--- config.mk ---
export PLATFORM = sky130hd
export DESIGN_NAME = pulse_train_generator
export DESIGN_NICKNAME = d
export VERILOG_FILES = /design/src/rtl/ppg_pkg.sv /design/src/rtl/ppg_event_fifo.sv /design/src/rtl/pulse_train_generator.sv
export SDC_FILE = /design/constraint.sdc
export NUM_CORES = 1
export LEC_CHECK = 0
export ABC_AREA = 0
export CORE_MARGIN = 8
export CORE_UTILIZATION = 25
export CTS_CLUSTER_DIAMETER = 100
export CTS_CLUSTER_SIZE = 12
export DETAILED_ROUTE_END_ITERATION = 6
export GPL_TIMING_DRIVEN = 0
export PLACE_DENSITY_LB_ADDON = 0.2
export SYNTH_ARGS = -nofsm -noshare
export SYNTH_HDL_FRONTEND = slang
export SYNTH_SLANG_ARGS = --single-unit
--- constraint.sdc ---
create_clock -name clk -period 3.7 [get_ports clk]
set_clock_uncertainty 0.05 [all_clocks]
set_input_delay 0.74 -clock clk [delete_from_list [all_inputs] [get_ports clk]]
set_output_delay 0.74 -clock clk [all_outputs]
set_load 0.01 [all_outputs]
--- src/rtl/ppg_pkg.sv ---
// Shared types and default geometry for the pulse train generator.
package ppg_pkg;

  typedef enum logic [1:0] {
    IDLE,
    RUN,
    FLUSH
  } state_t;

  localparam int unsigned DEF_SER_W   = 8;
  localparam int unsigned DEF_COORD_W = 10;
  localparam int unsigned OFS_W       = $clog2(DEF_SER_W);
  localparam int unsigned IDX_W       = DEF_COORD_W - OFS_W;

endpackage

--- src/rtl/ppg_event_fifo.sv ---
// Show-ahead synchronous FIFO holding queued event coordinates.
module ppg_event_fifo #(
  parameter int unsigned WIDTH = 10,
  parameter int unsigned DEPTH = 16,
  localparam int unsigned AW   = $clog2(DEPTH)
) (
  input  logic             clk,
  input  logic             reset,
  input  logic             push,
  input  logic             pop,
  input  logic             flush,
  input  logic [WIDTH-1:0] din,
  output logic [WIDTH-1:0] dout,
  output logic             full,
  output logic             empty,
  output logic [AW:0]      level
);

  logic [WIDTH-1:0] mem [DEPTH];
  logic [AW:0]      wr_ptr;
  logic [AW:0]      rd_ptr;

  assign level = wr_ptr - rd_ptr;
  assign full  = (level == (AW+1)'(DEPTH));
  assign empty = (level == '0);
  assign dout  = mem[rd_ptr[AW-1:0]];

  always_ff @(posedge clk or posedge reset) begin
    if (reset) begin
      wr_ptr <= '0;
      rd_ptr <= '0;
    end else if (flush) begin
      wr_ptr <= '0;
      rd_ptr <= '0;
    end else begin
      if (push && !full) wr_ptr <= wr_ptr + 1'b1;
      if (pop && !empty) rd_ptr <= rd_ptr + 1'b1;
    end
  end

  always_ff @(posedge clk) begin
    if (push && !full && !flush) mem[wr_ptr[AW-1:0]] <= din;
  end

endmodule

--- src/rtl/pulse_train_generator.sv ---
// Plays queued event coordinates out as a framed pulse train of SER_W-bit words, LSB first.
module pulse_train_generator
  import ppg_pkg::*;
#(
  parameter int unsigned SER_W      = DEF_SER_W,
  parameter int unsigned COORD_W    = DEF_COORD_W,
  parameter int unsigned FIFO_DEPTH = 16,
  parameter int unsigned FRAME_W    = 8,
  parameter int unsigned PW_W       = $clog2(SER_W + 1)
) (
  input  logic                          clk,
  input  logic                          reset,
  input  logic                          start_i,
  input  logic                          ev_valid_i,
  output logic                          ev_ready_o,
  input  logic [COORD_W-1:0]            ev_coord_i,
  input  logic [FRAME_W-1:0]            frame_words_i,
  input  logic [PW_W-1:0]               pulse_width_i,
  input  logic                          clear_i,
  output logic [SER_W-1:0]              pulse_o,
  output logic                          busy_o,
  output logic [15:0]                   late_cnt_o,
  output logic                          start_miss_o,
  output logic [$clog2(FIFO_DEPTH):0]   fifo_level_o
);

  localparam int unsigned OFS_B = $clog2(SER_W);
  localparam int unsigned IDX_B = COORD_W - OFS_B;
  localparam int unsigned CMP_W = (IDX_B > FRAME_W) ? IDX_B : FRAME_W;

  state_t             state;
  logic [FRAME_W-1:0] wc;
  logic [FRAME_W-1:0] last_wc;
  logic [PW_W-1:0]    pw;
  logic [SER_W-1:0]   carry;
  logic [SER_W-1:0]   word_q;

  logic [COORD_W-1:0] head;
  logic               fifo_full;
  logic               fifo_empty;
  logic               fifo_pop;
  logic [CMP_W-1:0]   head_idx;
  logic [CMP_W-1:0]   wc_ext;
  logic               hit;
  logic               late;
  logic [2*SER_W-1:0] ones;
  logic [2*SER_W-1:0] pat;
  logic [SER_W-1:0]   next_word;
  logic [SER_W-1:0]   next_carry;

  assign ev_ready_o = !fifo_full;

  ppg_event_fifo #(
    .WIDTH(COORD_W),
    .DEPTH(FIFO_DEPTH)
  ) u_fifo (
    .clk  (clk),
    .reset(reset),
    .push (ev_valid_i && !fifo_full),
    .pop  (fifo_pop),
    .flush(clear_i && (state == IDLE)),
    .din  (ev_coord_i),
    .dout (head),
    .full (fifo_full),
    .empty(fifo_empty),
    .level(fifo_level_o)
  );

  // A word without a hit still emits the spill-over carried from the previous word.
  always_comb begin
    head_idx   = CMP_W'(head[COORD_W-1:OFS_B]);
    wc_ext     = CMP_W'(wc);
    hit        = (state == RUN) && !fifo_empty && (head_idx == wc_ext);
    late       = (state == RUN) && !fifo_empty && (head_idx < wc_ext);
    fifo_pop   = hit || late;
    ones       = ((2*SER_W)'(1) << pw) - (2*SER_W)'(1);
    pat        = ones << head[OFS_B-1:0];
    next_word  = carry;
    next_carry = '0;
    if (hit) begin
      next_word  = pat[SER_W-1:0] | carry;
      next_carry = pat[2*SER_W-1:SER_W];
    end
  end

  always_ff @(posedge clk or posedge reset) begin
    if (reset) begin
      state        <= IDLE;
      wc           <= '0;
      last_wc      <= '0;
      pw           <= '0;
      carry        <= '0;
      word_q       <= '0;
      pulse_o      <= '0;
      busy_o       <= 1'b0;
      late_cnt_o   <= '0;
      start_miss_o <= 1'b0;
    end else begin
      word_q  <= next_word;
      pulse_o <= word_q;
      if (late && (late_cnt_o != 16'hFFFF)) late_cnt_o <= late_cnt_o + 1'b1;
      case (state)
        IDLE: begin
          carry <= '0;
          if (clear_i) start_miss_o <= 1'b0;
          if (start_i) begin
            state   <= RUN;
            busy_o  <= 1'b1;
            wc      <= '0;
            last_wc <= (frame_words_i == '0) ? '0 : frame_words_i - 1'b1;
            pw      <= (pulse_width_i > PW_W'(SER_W)) ? PW_W'(SER_W) : pulse_width_i;
          end
        end
        RUN: begin
          carry <= next_carry;
          wc    <= wc + 1'b1;
          if (start_i) start_miss_o <= 1'b1;
          if (wc == last_wc) state <= FLUSH;
        end
        FLUSH: begin
          carry  <= '0;
          state  <= IDLE;
          busy_o <= 1'b0;
          if (start_i) start_miss_o <= 1'b1;
        end
        default: begin
          state  <= IDLE;
          busy_o <= 1'b0;
        end
      endcase
    end
  end

endmodule
==> results of run 1 <==
-- kinds of logic after synthesis --
logic type                 count (synthesis)  synth area share (%)
AOI/OAI and AO/OA                        104                  6.59
buffers and inverters                     64                  2.65
muxes                                     69                  12.4
xor gates and xnor gates                  42                  3.53
and+or+nand+nor                          196                  9.02
DFF                                      234                  62.7
adders and majority gates                 26                  3.13
-- synth_stat cells, drive strengths merged, types with 3 or more instances --
cell type	number	area share, %
nand2b	7	0.41
o22ai	5	0.35
inv	29	1.0
ha	25	2.9
edfxtp	160	45
xor2	13	1.1
o21ai	32	1.5
nor2	45	1.6
mux2	6	0.71
buf	17	0.99
mux4	48	10
o211ai	4	0.28
o221ai	5	0.41
nand3	16	0.75
nor2b	4	0.24
a21oi	27	1.3
or3	6	0.35
nand2	54	2.0
mux2i	15	1.5
a221o	3	0.28
o21bai	4	0.28
clkbuf	17	0.60
xnor2	29	2.4
and3	6	0.35
nor4	6	0.35
and2	13	0.78
o21a	3	0.21
dfrtp	74	17
nor3	14	0.66
nand4	17	1.0
a21o	4	0.28
-- final timing paths --
check / to / cells after the start / from / slack [ps]
setup / recovery: u_fifo.rd_ptr[4] / 12 / u_fifo.rd_ptr[0] / 50
hold / removal: pulse_o[3] / 0 / word_q[3] / 300
setup reg to reg: u_fifo.rd_ptr[4] / 12 / u_fifo.rd_ptr[0] / 50
hold reg to reg: pulse_o[3] / 0 / word_q[3] / 300
max in group asynchronous: u_fifo.rd_ptr[2] / 3 / reset / 2460
min in group asynchronous: start_miss_o / 2 / reset / 550
-- worst register-to-register path, delay by kind of cell (launching register included) --
| family | cells | cell delay [ps] |
|---|---|---|
| flops | 1 | 400 |
| compound gates | 4 | 680 |
| mux | 3 | 1460 |
| buf+inv | 2 | 320 |
| fa+ha+maj | 1 | 250 |
| simple gates | 2 | 370 |
-- area by class of cell --
type	count	area, µm²	share of cell area (%)
Sequential cell	234	6660	50.0
Multi-Input combinational cell	437	3920	29.4
Timing Repair Buffer	96	1070	8.05
Tap cell	539	674	5.06
Clock buffer	27	591	4.43
Buffer	31	254	1.91
Inverter	30	120	0.902
Clock inverter	2	28.8	0.216
-- power by group through the flow --
stage	Sequential, mW	Combinational (mW)	Clock [mW]
2_1_floorplan	3.27	2.18	0
3_3_place_gp	3.32	3.17	0
3_5_place_dp	3.32	3.18	0
4_1_cts	3.26	3.39	2.18
5_1_grt	3.29	3.91	2.27
6_report	3.26	3.55	2.08
-- state kept, by name (all words and copies together) (netlist names) --
register	flops
pulse_o	8
busy_o	1
u_fifo.wr_ptr	5
late_cnt_o	16
u_fifo.rd_ptr	5
carry	8
word_q	8
u_fifo.mem	160
wc	8
state	2
start_miss_o	1
last_wc	8
pw	4
-- per-layer routing --
metal / up-vias / routed length [µm]
met1: 3279 / 12500
met5: - / 0
li1: 3020 / -
met2: 136 / 12400
met3: 30 / 1420
met4: 0 / 409
-- timing repair --
| action | CTS | global route |
|---|---|---|
| endpoints found under the setup margin | 201 | 179 |
| hold buffers | 0 | 0 |
| gates cloned | 0 | 0 |
| buffers inserted | 10 | 26 |
| pin swaps | 6 | 17 |
| gates resized for setup | 63 | 23 |
| hold endpoints to repair | 0 | 0 |
-- metrics by stage --
step | utilization [%] | area, µm² | hold WS (ps)
after global placement | 28.4 | 11900 | 282
final | 31.8 | 13300 | 297
after global routing | 31.8 | 13300 | 307
after detailed placement | 28.5 | 11900 | 285
after CTS | 30.7 | 12900 | 299
after floorplan | - | 10700 | 281
==> out/qor.csv, run 1 <==
stage;metric;value;unit
outcome;run status;finished, final reports clean;
layout;filler cell count;4105;
routing;Via Count;6465;
synthesis;#FFs+latches synth;234;
layout;highest-count cells in the layout ignoring fill and taps;edfxtp_1 (160), dfrtp_1 (71), clkdlybuf4s50_1 (56), nand2_1 (48), mux4_2 (48);
routing;Initial DRC Count;481;
layout;Area Growth Syn to Fin;25.4;%
hold_path;Hold WC Path Type;flip-flop to flip-flop;
layout;layout cells sized above 1;21.6;%
die;I/O pins;59;
synthesis;Async SR Flop Fraction;31.6;%
timing;period utilization;98.7;%
setup_path;CP Class;flip-flop to flip-flop;
timing;Worst-Margin Slew;878;ps
placement;hpwl dp;17500;µm
layout;Final Net Count;906;
timing;Final min period;3650;ps
clock_tree;worst-skew pair later-pin latency;530;ps
clock_tree;clk slew on worst S/H paths;60;ps
setup_path;CP Launch Type;flip-flop;
setup_path;max incr delay on CP;570;ps
synthesis;register area share after synthesis;62.7;%
global_route;grt met2 use;17.5;%
timing;final setup violation count;0;
clock_tree;CTS root buf;clkbuf_16;
setup_path;CP required;4060;ps
setup_path;worst-path fanout max;10;
timing;Slew Viols, Final;0;
clock_tree;# clock sinks;234;
synthesis;Synth warnings;0;
global_route;pin count of the biggest net entering global routing;39;
power_and_ir_drop;Leakage Power;4.69;nW
power_and_ir_drop;clock network fraction of total power;23.4;%
routing;drt first pass iters;5;
die;die area;49300;µm²
synthesis;Distinct cells, synth;63;
power_and_ir_drop;Int Power;5.75;mW
global_route;met3 usage;2.41;%
global_route;number of global-route vias before repair;6720;
synthesis;Post-Synthesis Cell Area;10600;µm²
placement;RePlAce Congestion;0.781;
setup_path;worst path cell trace;buf_12 > buf_16 > mux4_2 > mux4_2 > ha_4 > nor2b_1 > o21a_1 > o21a_1 > o21bai_2 > a21oi_4 > nor4_2 > mux2_1;
timing;fmax;274;MHz
timing;Final Hold Viols;0;
synthesis;Post-synth EDFFs;160;
timing;Worst Slack Setup Final;48.6;ps
power_and_ir_drop;Max VDD drop;259;µV
layout;commonest non-fill, non-tap cell in the layout;edfxtp_1;
power_and_ir_drop;combinational share of power;39.9;%
power_and_ir_drop;PwrDens;667;nW/µm²
setup_path;WP data arrival;4010;ps
global_route;total track usage;10.7;%
setup_path;CP Capture Type;flip-flop;
power_and_ir_drop;sequential share of power;36.7;%
global_route;first-pass GRT wire length;41200;µm
routing;Routed Antenna Nets;0;
synthesis;Synth Flop Type;edfxtp_1;
die;Die X;222;µm
global_route;GR Overflow Total;0;
routing;# DRC;0;
setup_path;CP bufs+invs;2;
timing;Worst slew margin;41.5;%
timing;unrepaired setup endpoints after global routing;yes;
clock_tree;CTS buffer count;23;
global_route;gr busiest metal;met2;
setup_path;Worst path top cell family by delay;multiplexers;
global_route;initial antenna violation count;0;
die;Die Ht;222;µm
placement;Cells after DPL;1334;
clock_tree;CTS max path bufs;3;
power_and_ir_drop;Switching Share;35.3;%
clock_tree;CTS H-tree depth;1;
power_and_ir_drop;NetSw;3.14;mW
routing;WL/cell;19.2;µm
synthesis;average size of a mapped cell;14.5;µm²
die;# rows;75;
clock_tree;CTS tree;built;
layout;fin cells;1396;
die;Core Area;41900;µm²
routing;vias per cell;4.63;
setup_path;slowest stage cell, crit path;mux4_2;
die;Initial Utilization;25.3;%
synthesis;syn nets;788;
global_route;met1 usage;14.4;%
run;Max Cap Viol;0;
timing;Final TNS setup;0;ps
synthesis;Syn Inst Count;735;
placement;pre-CTS setup slack;-1340;ps
layout;Ant. Diodes;0;
placement;PortBufs;58;
power_and_ir_drop;overall power;8.89;mW
routing;WL final;26700;µm
Power figures use the tool's default switching activity.
==> run 2, diff against run 1 <==
CORE_UTILIZATION = 54   (was 25)
SYNTH_HIERARCHICAL = 1   (was unset)
==> out/qor.csv, run 2 <==
stage;metric;value;unit;change
outcome;run status;finished, final reports clean;;unchanged
placement;pre-CTS setup slack;-1160;ps;was -1340 ps
layout;utilization after layout;66.9;%;was 31.8%
global_route;pin count of the biggest net entering global routing;40;;was 39
setup_path;r2r endpoint;carry[6];;was u_fifo.rd_ptr[4]
routing;WL/cell;21.1;µm;was 19.2 µm
setup_path;CP required;4110;ps;was 4060 ps
timing;unrepaired setup endpoints after global routing;yes;;unchanged
timing;Worst Slack Setup Final;43.7;ps;was 48.6 ps
synthesis;Post-Synthesis Cell Area;10700;µm²;was 10600 µm²
die;Die X;157;µm;was 222 µm
timing;fmax;273;MHz;was 274 MHz
global_route;total track usage;20.5;%;was 10.7%
timing;Final min period;3660;ps;was 3650 ps
synthesis;#FFs+latches synth;234;;unchanged
synthesis;top post-synthesis cells by area;edfxtp_1 (45%), dfrtp_1 (17%), mux4_2 (8.4%), ha_1 (2.9%), nand2_1 (2.9%);;was edfxtp_1 (45%), dfrtp_1 (17%), mux4_2 (10%), ha_1 (2.9%), xnor2_1 (2.4%)
placement;Cells after DPL;1115;;was 1334
clock_tree;CTS tree;built;;unchanged
routing;Initial DRC Count;465;;was 481
synthesis;Syn Inst Count;791;;was 735
routing;Routed Antenna Nets;0;;unchanged
synthesis;Synth Flop Type;edfxtp_1;;unchanged
synthesis;top-count cell post-synth;edfxtp_1;;unchanged
timing;final setup violation count;0;;unchanged
clock_tree;worst-skew pair later-pin latency;530;ps;about the same
setup_path;max incr delay on CP;500;ps;was 570 ps
setup_path;slowest stage cell, crit path;mux4_2;;unchanged
layout;highest-count cells in the layout ignoring fill and taps;edfxtp_1 (160), nand2_1 (82), dfrtp_1 (71), clkdlybuf4s50_1 (57), mux4_2 (40);;was edfxtp_1 (160), dfrtp_1 (71), clkdlybuf4s50_1 (56), nand2_1 (48), mux4_2 (48)
layout;fin cells;1186;;was 1396
synthesis;average size of a mapped cell;13.6;µm²;was 14.5 µm²
synthesis;syn nets;844;;was 788
setup_path;CP Capture Type;flip-flop;;unchanged
setup_path;CP Launch Type;flip-flop;;unchanged
clock_tree;CTS H-tree depth;1;;unchanged
placement;hpwl dp;16900;µm;was 17500 µm
synthesis;Post-synth EDFFs;160;;unchanged
setup_path;CP Class;flip-flop to flip-flop;;unchanged
setup_path;worst-path fanout max;8;;was 10
layout;commonest non-fill, non-tap cell in the layout;edfxtp_1;;unchanged
timing;Slew Viols, Final;0;;unchanged
setup_path;Setup crit start;u_fifo/rd_ptr[0];;was u_fifo.rd_ptr[0]
routing;vias per cell;5.88;;was 4.63
global_route;number of global-route vias before repair;7198;;was 6720
die;die area;24700;µm²;was 49300 µm²
placement;RePlAce Congestion;0.903;;was 0.781
routing;Via Count;6975;;was 6465
routing;drt first pass iters;5;;unchanged
clock_tree;CTS root buf;clkbuf_16;;unchanged
clock_tree;CTS max path bufs;3;;unchanged
setup_path;reg2reg start;u_fifo/rd_ptr[0];;was u_fifo.rd_ptr[0]
power_and_ir_drop;Max VDD drop;479;µV;was 259 µV
clock_tree;clk slew on worst S/H paths;70;ps;was 60 ps
die;Core Area;19500;µm²;was 41900 µm²
hold_path;Hold WC Path Type;flip-flop to flip-flop;;unchanged
setup_path;WP data arrival;4070;ps;was 4010 ps
global_route;GR Overflow Total;0;;unchanged
setup_path;worst path cell trace;buf_8 > buf_12 > buf_12 > buf_6 > mux4_2 > nand2_1 > a31oi_1 > ha_1 > nand4_1 > or3_4 > or4_1 > buf_6 > a21oi_1 > o211ai_1 > nand2_1;;was buf_12 > buf_16 > mux4_2 > mux4_2 > ha_4 > nor2b_1 > o21a_1 > o21a_1 > o21bai_2 > a21oi_4 > nor4_2 > mux2_1
timing;Worst-Margin Slew;860;ps;was 878 ps
layout;layout cells sized above 1;20.1;%;was 21.6%
routing;# DRC;0;;unchanged
global_route;first-pass GRT wire length;39200;µm;was 41200 µm
clock_tree;CTS buffer count;23;;unchanged
power_and_ir_drop;Leakage Power;4.87;nW;was 4.69 nW
run;Max Cap Viol;0;;unchanged
synthesis;Synth top cells by count;edfxtp_1 (160), nand2_1 (83), dfrtp_1 (74), mux4_2 (40);;was edfxtp_1 (160), dfrtp_1 (74), nand2_1 (52), mux4_2 (48), nor2_1 (45)
layout;Final Net Count;960;;was 906
layout;Area Growth Syn to Fin;21.6;%;was 25.4%
synthesis;Async SR Flop Fraction;31.6;%;unchanged
layout;max FFs per register;160;;unchanged
clock_tree;# clock sinks;234;;unchanged
global_route;initial antenna violation count;0;;unchanged
synthesis;register area share after synthesis;61.9;%;was 62.7%
power_and_ir_drop;PwrDens;740;nW/µm²;was 667 nW/µm²
timing;Final Hold Viols;0;;unchanged
die;# rows;51;;was 75
timing;Worst slew margin;42.1;%;was 41.5%
synthesis;Yosys top cell by area;edfxtp_1;;unchanged
clock_tree;hold_buf cts;0;;unchanged
layout;filler cell count;1347;;was 4105
setup_path;worst reg2reg path depth;15;;was 12
timing;period utilization;98.8;%;was 98.7%
placement;PortBufs;58;;unchanged
layout;Ant. Diodes;0;;unchanged
synthesis;post-synth top area share;44.7;%;was 45.2%
setup_path;crit path capture;carry[6];;was u_fifo.rd_ptr[4]
setup_path;reg2reg setup slack;40;ps;was 50 ps
die;Die Ht;157;µm;was 222 µm
synthesis;Distinct cells, synth;70;;was 63
die;I/O pins;59;;unchanged
die;Initial Utilization;55.0;%;was 25.3%
routing;WL final;25000;µm;was 26700 µm
synthesis;Synth warnings;6;;was 0
run 2: changes by cell type after synthesis, moves of 6 or more:
cell,delta
nand2_1,+31
nor2b_1,+7
and3_1,+11
nor2_1,-16
nor4_1,+6
mux4_2,-8
nor3_1,+9
nand3_1,-6
nand2b_1,+13
a31oi_1,+14
clkbuf_1,+13
and2_1,-6
run 2: routing by layer:
metal	track usage (%)	vias up	part of all wire [%]
li1	-	3200	-
met1	25.3	3547	41
met2	36.1	178	51
met3	3.02	50	4.8
met4	7.34	0	3.2
met5	0	-	0
run 2: how the worst min path moves through the flow:
| stage | from | to | slack (ps) | cells after the start |
|---|---|---|---|---|
| after floorplan | word_q[0] | pulse_o[0] | 280 | 0 |
| after global placement | word_q[7] | pulse_o[7] | 290 | 0 |
| after detailed placement | word_q[3] | pulse_o[3] | 290 | 0 |
| after CTS | word_q[3] | pulse_o[3] | 300 | 0 |
| after global routing | word_q[6] | pulse_o[6] | 320 | 0 |
| final | word_q[3] | pulse_o[3] | 300 | 0 |
run 2: critical path, delay by kind of cell (launching register included):
family,cells,cell delay [ps]
buf+inv,5,700
compound gates,3,310
mux,1,500
flops,1,430
fa+ha+maj,1,390
simple gates,5,1210
run 2: report_power, final:
part           switching [mW]  internal [mW]  total (mW)
logic                    2.38           1.88        4.26
registers               0.193           3.09        3.28
clock network           0.961           1.17        2.13
run 2: what timing repair did:
item	in CTS	in global routing
setup endpoints to repair	207	132
pin swaps	6	19
setup buffers	11	23
hold endpoints to repair	0	0
resized for setup	42	39
cloned	0	1
run 2: logic make-up (layout without fill, tap and decap cells):
family / after synthesis / in the layout / synth area share, %
mux: 57 / 57 / 10.0
simple gates: 252 / 252 / 12.2
compound gates: 113 / 113 / 6.87
flops: 234 / 234 / 61.9
buf+inv: 75 / 205 / 3.10
xor+xnor: 34 / 34 / 2.77
fa+ha+maj: 26 / 26 / 3.10
run 2: per-stage QoR:
step	power, mW	hold slack, ps	setup TNS (ps)	instance area (µm²)
after global placement	6.89	285	-143090	11800
final	9.67	298	0	13100
after detailed placement	7.02	287	-149310	11800
after floorplan	5.91	281	-1620	10900
after global routing	10.2	315	-545	13100
after CTS	9.37	301	0	12700
run 2: layout make-up:
type | count | area, µm² | share of cell area, %
tap | 265 | 332 | 2.54
multi-input combinational | 482 | 4060 | 31.0
sequential | 234 | 6660 | 50.9
timing repair buffer | 94 | 917 | 7.02
clock inverter | 2 | 28.8 | 0.220
inverter | 29 | 113 | 0.861
clock buffer | 37 | 628 | 4.80
buffer | 43 | 337 | 2.57
